<file path="src/rtl/wb_dbg_pkg.sv">
// wb_dbg_pkg: shared constants for the byte-stream Wishbone debug initiator.
//   - command opcodes (upper nibble of the command byte)
//   - response status codes
//   - FSM state encoding
package wb_dbg_pkg;

  localparam logic [3:0] OP_READ  = 4'h1;
  localparam logic [3:0] OP_WRITE = 4'h2;

  localparam logic [7:0] STAT_OK      = 8'h00;
  localparam logic [7:0] STAT_TIMEOUT = 8'h01;
  localparam logic [7:0] STAT_BADCMD  = 8'h02;

  typedef enum logic [2:0] {
    IDLE,
    ADDR_H,
    ADDR_L,
    DATA,
    BUS,
    RESP
  } state_e;

endpackage

</file>
<file path="src/rtl/wb_dbg_wdog.sv">
// wb_dbg_wdog: bus-cycle watchdog for wb_dbg_master.
//   clk, rst_n : clock, asynchronous active-low reset
//   start      : pulse on the cycle before wb_cyc rises; clears the count
//   ack        : raw wb_ack from the responder
//   en         : bus cycle in progress
//   expired    : no ack for 2**W - 1 cycles; asserted combinationally in the
//                cycle whose ack-low edge brings the count to all-ones
// Only instantiated when WB_DBG_TIMEOUT_EN is defined.
module wb_dbg_wdog #(
  parameter int unsigned W = 8
) (
  input  logic clk,
  input  logic rst_n,
  input  logic start,
  input  logic ack,
  input  logic en,
  output logic expired
);

  localparam logic [W-1:0] CNT_LAST = W'({W{1'b1}} - 1);

  logic [W-1:0] cnt_q, cnt_d;

  always_comb begin
    cnt_d = cnt_q;
    if (start) begin
      cnt_d = '0;
    end else if (en && !ack) begin
      cnt_d = cnt_q + 1'b1;
    end
  end

  // Fires on the edge that would make the count all-ones, so the cycle
  // ends after exactly 2**W - 1 ack-less cycles; an ack in that cycle wins.
  assign expired = en && !ack && (cnt_q == CNT_LAST);

  always_ff @(posedge clk or negedge rst_n) begin
    if (!rst_n) begin
      cnt_q <= '0;
    end else begin
      cnt_q <= cnt_d;
    end
  end

endmodule

</file>
<file path="src/rtl/wb_dbg_master.sv">
// wb_dbg_master: Wishbone initiator driven by framed command bytes.
//   Inbound  : rx_data/rx_valid/rx_ready  (cmd, addr_hi, addr_lo[, d3..d0])
//   Outbound : tx_data/tx_valid/tx_ready  (status[, 4 read-data bytes MSB first])
//   Bus      : wb_addr, wb_wdata, wb_wmsk, wb_we, wb_cyc, wb_rdata, wb_ack
//   busy     : any state other than IDLE
// All outputs are registered. Define WB_DBG_TIMEOUT_EN to enable the bus
// watchdog (TIMEOUT_W-bit counter); otherwise BUS waits forever for ack.
module wb_dbg_master
  import wb_dbg_pkg::*;
#(
  parameter int unsigned AW        = 16,
  parameter int unsigned TIMEOUT_W = 8
) (
  input  logic          clk,
  input  logic          rst_n,
  input  logic [7:0]    rx_data,
  input  logic          rx_valid,
  output logic          rx_ready,
  output logic [7:0]    tx_data,
  output logic          tx_valid,
  input  logic          tx_ready,
  output logic [AW-1:0] wb_addr,
  output logic [31:0]   wb_wdata,
  output logic [3:0]    wb_wmsk,
  output logic          wb_we,
  output logic          wb_cyc,
  input  logic [31:0]   wb_rdata,
  input  logic          wb_ack,
  output logic          busy
);

  state_e        state_q, state_d;
  logic          rx_ready_q, rx_ready_d;
  logic [7:0]    tx_data_q, tx_data_d;
  logic          tx_valid_q, tx_valid_d;
  logic [AW-1:0] wb_addr_q, wb_addr_d;
  logic [31:0]   wb_wdata_q, wb_wdata_d;
  logic [3:0]    wb_wmsk_q, wb_wmsk_d;
  logic          wb_we_q, wb_we_d;
  logic          wb_cyc_q, wb_cyc_d;
  logic          busy_q, busy_d;
  logic [7:0]    addr_hi_q, addr_hi_d;
  logic [1:0]    byte_cnt_q, byte_cnt_d;
  logic [31:0]   rdata_q, rdata_d;
  logic [2:0]    resp_left_q, resp_left_d;
  logic          ack_seen_q, ack_seen_d;
  logic          rx_acc;
  logic          expired;

`ifdef WB_DBG_TIMEOUT_EN
  logic bus_start;
  logic bus_active;

  assign bus_start  = (state_q != BUS) && (state_d == BUS);
  assign bus_active = (state_q == BUS);

  wb_dbg_wdog #(
    .W (TIMEOUT_W)
  ) u_wdog (
    .clk     (clk),
    .rst_n   (rst_n),
    .start   (bus_start),
    .ack     (wb_ack),
    .en      (bus_active),
    .expired (expired)
  );
`else
  assign expired = 1'b0;
`endif

  assign rx_acc = rx_valid && rx_ready_q;

  always_comb begin
    state_d     = state_q;
    tx_data_d   = tx_data_q;
    tx_valid_d  = tx_valid_q;
    wb_addr_d   = wb_addr_q;
    wb_wdata_d  = wb_wdata_q;
    wb_wmsk_d   = wb_wmsk_q;
    wb_we_d     = wb_we_q;
    wb_cyc_d    = wb_cyc_q;
    addr_hi_d   = addr_hi_q;
    byte_cnt_d  = byte_cnt_q;
    rdata_d     = rdata_q;
    resp_left_d = resp_left_q;
    ack_seen_d  = 1'b0;

    unique case (state_q)
      IDLE: begin
        if (rx_acc) begin
          if (rx_data[7:4] == OP_READ || rx_data[7:4] == OP_WRITE) begin
            state_d   = ADDR_H;
            wb_we_d   = (rx_data[7:4] == OP_WRITE);
            wb_wmsk_d = (rx_data[7:4] == OP_WRITE) ? rx_data[3:0] : 4'h0;
          end else begin
            state_d     = RESP;
            tx_valid_d  = 1'b1;
            tx_data_d   = STAT_BADCMD;
            resp_left_d = 3'd0;
          end
        end
      end
      ADDR_H: begin
        if (rx_acc) begin
          addr_hi_d = rx_data;
          state_d   = ADDR_L;
        end
      end
      ADDR_L: begin
        if (rx_acc) begin
          wb_addr_d = AW'({addr_hi_q, rx_data});
          if (wb_we_q) begin
            state_d    = DATA;
            byte_cnt_d = 2'd0;
          end else begin
            state_d  = BUS;
            wb_cyc_d = 1'b1;
          end
        end
      end
      DATA: begin
        if (rx_acc) begin
          wb_wdata_d = {wb_wdata_q[23:0], rx_data};
          byte_cnt_d = byte_cnt_q + 2'd1;
          if (byte_cnt_q == 2'd3) begin
            state_d  = BUS;
            wb_cyc_d = 1'b1;
          end
        end
      end
      BUS: begin
        // Ack is registered first and acted on one edge later, so a
        // zero-wait responder holds wb_cyc for two cycles.
        if (ack_seen_q) begin
          state_d     = RESP;
          wb_cyc_d    = 1'b0;
          tx_valid_d  = 1'b1;
          tx_data_d   = STAT_OK;
          resp_left_d = wb_we_q ? 3'd0 : 3'd4;
        end else if (wb_ack && wb_cyc_q) begin
          ack_seen_d = 1'b1;
          rdata_d    = wb_rdata;
        end else if (expired) begin
          state_d     = RESP;
          wb_cyc_d    = 1'b0;
          tx_valid_d  = 1'b1;
          tx_data_d   = STAT_TIMEOUT;
          rdata_d     = '0;
          resp_left_d = wb_we_q ? 3'd0 : 3'd4;
        end
      end
      RESP: begin
        if (tx_valid_q && tx_ready) begin
          if (resp_left_q != 3'd0) begin
            tx_data_d   = rdata_q[31:24];
            rdata_d     = {rdata_q[23:0], 8'h00};
            resp_left_d = resp_left_q - 3'd1;
          end else begin
            tx_valid_d = 1'b0;
            state_d    = IDLE;
          end
        end
      end
      default: begin
        state_d = IDLE;
      end
    endcase

    rx_ready_d = (state_d == IDLE) || (state_d == ADDR_H) ||
                 (state_d == ADDR_L) || (state_d == DATA);
    busy_d     = (state_d != IDLE);
  end

  always_ff @(posedge clk or negedge rst_n) begin
    if (!rst_n) begin
      state_q     <= IDLE;
      rx_ready_q  <= 1'b0;
      tx_data_q   <= '0;
      tx_valid_q  <= 1'b0;
      wb_addr_q   <= '0;
      wb_wdata_q  <= '0;
      wb_wmsk_q   <= '0;
      wb_we_q     <= 1'b0;
      wb_cyc_q    <= 1'b0;
      busy_q      <= 1'b0;
      addr_hi_q   <= '0;
      byte_cnt_q  <= '0;
      rdata_q     <= '0;
      resp_left_q <= '0;
      ack_seen_q  <= 1'b0;
    end else begin
      state_q     <= state_d;
      rx_ready_q  <= rx_ready_d;
      tx_data_q   <= tx_data_d;
      tx_valid_q  <= tx_valid_d;
      wb_addr_q   <= wb_addr_d;
      wb_wdata_q  <= wb_wdata_d;
      wb_wmsk_q   <= wb_wmsk_d;
      wb_we_q     <= wb_we_d;
      wb_cyc_q    <= wb_cyc_d;
      busy_q      <= busy_d;
      addr_hi_q   <= addr_hi_d;
      byte_cnt_q  <= byte_cnt_d;
      rdata_q     <= rdata_d;
      resp_left_q <= resp_left_d;
      ack_seen_q  <= ack_seen_d;
    end
  end

  assign rx_ready = rx_ready_q;
  assign tx_data  = tx_data_q;
  assign tx_valid = tx_valid_q;
  assign wb_addr  = wb_addr_q;
  assign wb_wdata = wb_wdata_q;
  assign wb_wmsk  = wb_wmsk_q;
  assign wb_we    = wb_we_q;
  assign wb_cyc   = wb_cyc_q;
  assign busy     = busy_q;

endmodule
</file>
<file path="config.mk">
export PLATFORM = sky130hd
export DESIGN_NAME = wb_dbg_master
export DESIGN_NICKNAME = d
export VERILOG_FILES = /design/src/rtl/wb_dbg_pkg.sv /design/src/rtl/wb_dbg_wdog.sv /design/src/rtl/wb_dbg_master.sv
export SDC_FILE = /design/constraint.sdc
export NUM_CORES = 1
export LEC_CHECK = 0
export BUFFER_PORTS_ARGS = -buffer_cell sky130_fd_sc_hd__buf_2
export CAP_MARGIN = 10
export CORE_MARGIN = 8
export CORE_UTILIZATION = 49
export CTS_CLUSTER_SIZE = 16
export DETAILED_ROUTE_END_ITERATION = 10
export GPL_ROUTABILITY_DRIVEN = 0
export PLACE_DENSITY = 0.77
export SETUP_SLACK_MARGIN = 0.3
export SYNTH_ARGS = -nofsm -noshare
export SYNTH_HDL_FRONTEND = slang
export SYNTH_SLANG_ARGS = --single-unit
</file>
<file path="constraint.sdc">
create_clock -name clk -period 1.7 [get_ports clk]
set_input_delay 0.085 -clock clk [delete_from_list [all_inputs] [get_ports clk]]
set_output_delay 0.085 -clock clk [all_outputs]
set_load 0.01 [all_outputs]
</file>
==> out/qor.txt <==
DP Area -> 6340 um2
Synthesis Warnings -> 0
CP arrival -> 2350 ps
Vias per cell -> 5.48
Mapped Area -> 5220 um2
Clock Pin Slew Worst Setup and Hold Paths -> 60 ps
Initial antenna violation count -> 0
Max frequency -> 514 MHz
IO Pins -> 110
Final ANT Viol Nets -> 0
Mux cell area share after synthesis -> 29.0%
CTS Buf Count -> 17
Outcome -> finished, violations left
Lkg Pwr -> 4.20 nW
Clock Sinks -> 114
# port buffers -> 109
Endpoints failing setup -> 50
Sequential area share after synthesis -> 54.6%
Clock Latency Late Sink -> 540 ps
Failing checks -> hold timing, setup timing
Rel. slew slack -> 61.0%
Unrepaired setup endpoints after global routing -> true
Clk_skew -> 7.63 ps
Simple-gate share of the synthesized area -> 6.23%
Number of cell rows -> 37
Clock Tree Buf Depth -> 2
Antenna diodes -> 0
Pre-CTS WS -> -140 ps
Hold WC Path Type -> in -> async
Yosys cell types -> 52
Hold Violations, Final -> 18
Syn_area_per_cell -> 14.1 um2
DRC errors left -> 0
Nets@finish -> 645
WL final -> 17,300 um
FF-to-FF path depth -> 6
Max-slew violations -> 0
Starting Density -> 50.6%
Fin crit share -> 115%
Critical Path RT -> 2100 ps
Total track usage -> 21.9%
Compound-Gate Fraction of Synth Area -> 4.69%
Fin area -> 8270 um2
Wire length per cell -> 23.2 um
Startpoint Class -> register
Number of DRC markers in iteration 0 -> 297
Setup TNS -> -6660 ps
Crit-path slowest cell -> or4b_1
GR Overflow Total -> 0
WS Path Type -> reg -> reg
Largest net degree at the start of global routing -> 49
Core Region -> 10,300 um2
EDFF count, synth -> 0
Slew at the pin closest to its max-slew limit -> 583 ps
Vias in the first global route -> 4,373
Hold_ws -> -11.4 ps
Async S/R FF share, synth -> 100%
Die width -> 119 um
Max-cap violations -> 0
CTS H-tree lvls -> 4
Filler cell count -> 472
Worst Path Max Fanout -> 4
Final min period -> 1950 ps
First drt pass iteration count -> 4
Via count -> 4,087
Area Growth Syn to Fin -> 58.3%
Root buf cell -> clkbuf_8
Final HPWL DP -> 8370 um
Xor and xnor area share after synthesis -> 0.168%
Post-Synth Adder-Cell Area -> 0.719%
Total nets after synthesis -> 418
Global-route wire length before repair -> 24,400 um
Worst-path cell chain -> inv_2 -> ha_4 -> nor2b_4 -> a41oi_2 -> a221o_1 -> or4b_1
Die Area -> 14,200 um2
Maximum resistive drop on vdd -> 1.07 mV
Synth Instances -> 370
Synthesized flop and latch total -> 114
Synth Flop Type -> dfrtp_1
Power per cell area -> 1810 nW/um2
Main combinational cell family by area after synthesis -> multiplexers
CP Capture Type -> register
Worst stage delay on the critical path -> 490 ps
Proportion of layout cells with a drive suffix above 1 -> 59.5%
CTS tree -> done
Final setup margin -> -247 ps
Die Y -> 119 um
[state kept, by name, indices dropped and copies added (netlist names), 2 cells and up]
name,flops
addr_hi_q,8
wb_wmsk,4
wb_addr,16
tx_data,8
wb_wdata,32
state_q,3
byte_cnt_q,2
rdata_q,32
resp_left_q,3
[metrics by stage]
stage                     hold slack (ps)  utilization, %  power, mW  cells
after detailed placement             10.6            61.4       9.11    625
after global routing                 10.0            80.1       15.6    746
after global placement               7.02            61.4       8.89    625
final                               -11.4            80.1       15.0    746
after CTS                            20.2            77.1       13.9    735
after floorplan                      -211               -       7.60    370
[cell usage in the layout (no fill, tap or decap), types with 4 or more instances in the layout]
| master | instances |
|---|---|
| inv_1 | 18 |
| buf_12 | 14 |
| buf_16 | 4 |
| a22o_1 | 5 |
| dfrtp_1 | 111 |
| nor2b_4 | 4 |
| clkbuf_8 | 5 |
| nand2_8 | 5 |
| clkinvlp_4 | 5 |
| mux2i_1 | 16 |
| mux2_4 | 105 |
| buf_2 | 108 |
| nand2_1 | 22 |
| clkbuf_16 | 17 |
| dlygate4sd3_1 | 44 |
| buf_6 | 22 |
| buf_4 | 29 |
[cells in the mapped netlist (2+ instances only)]
cell type / instances / share of area [%]
nor3_1: 2 / 0.19
a22o_1: 5 / 0.84
a21oi_1: 5 / 0.48
a21o_1: 2 / 0.29
nor2b_1: 3 / 0.36
inv_1: 20 / 1.4
mux2_1: 10 / 2.2
o211a_1: 2 / 0.38
dfrtp_1: 114 / 55
o21ai_0: 4 / 0.38
ha_1: 3 / 0.72
mux2_4: 43 / 12
buf_2: 9 / 0.86
nand2b_1: 2 / 0.24
nor2_1: 5 / 0.36
buf_4: 2 / 0.29
o211ai_1: 2 / 0.29
mux2_2: 52 / 11
and3b_1: 2 / 0.34
nand3_1: 4 / 0.38
mux2i_1: 17 / 3.3
buf_6: 9 / 1.9
nand2_1: 24 / 1.7
[worst paths after layout]
kind	start	endpoint	slack (ps)
min	rst_n	wb_wdata[2]$_DFFE_PN0P_	-10
max	resp_left_q[1]$_DFFE_PN0P_	busy$_DFF_PN0_	-250
max in group asynchronous	rst_n	wb_wdata[26]$_DFFE_PN0P_	830
min reg2reg	wb_wdata[25]$_DFFE_PN0P_	wb_wdata[25]$_DFFE_PN0P_	500
min in group clk	rx_data[5]	wb_we$_DFFE_PN0P_	50
max reg2reg	resp_left_q[1]$_DFFE_PN0P_	busy$_DFF_PN0_	-250
[cells by family (layout without fill, tap and decap cells)]
family | Yosys count | count (layout)
buf+inv | 41 | 277
flops | 114 | 114
xor+xnor | 1 | 1
compound gates | 31 | 31
fa+ha+maj | 3 | 3
mux | 122 | 122
simple gates | 58 | 62
[timing repair]
item,in CTS,in global routing
endpoints found under the hold margin,177,0
pin swaps,9,15
hold buffers,45,0
endpoints found under the setup margin,108,132
buffers inserted,25,10
cloned,8,2
resized for setup,55,40
[area by class of cell]
| class | instances | area (um2) | share of cell area [%] |
|---|---|---|---|
| inverters | 21 | 78.8 | 0.953 |
| flip-flops and latches | 114 | 2860 | 34.5 |
| repair buffers | 224 | 1890 | 22.9 |
| clock inverters | 11 | 129 | 1.56 |
| multi-input cells | 219 | 2670 | 32.3 |
| well taps | 136 | 170 | 2.06 |
| clock buffers | 21 | 469 | 5.67 |
[worst max-delay path, delay by kind of cell (launching register included)]
kind | cells | cell delay [ps]
compound gates | 2 | 500
buf+inv | 1 | 100
fa+ha+maj | 1 | 140
flops | 1 | 400
simple gates | 2 | 670
[metal layers]
metal | GRT usage, % | up-vias | share of wire [%]
li1 | - | 1766 | -
met1 | 25.6 | 2134 | 40
met2 | 36.6 | 154 | 52
met3 | 6.75 | 33 | 5.6
met4 | 9.49 | 0 | 2.2
met5 | 0 | - | 0
[where the power goes]
group	leakage, nW	internal [mW]	switching (mW)
Sequential	1.47	3.74	0.849
Clock	0.278	2.24	1.37
Combinational	2.45	3.96	2.83
Total	4.20	9.94	5.05
(Power assumes the default switching activity.)
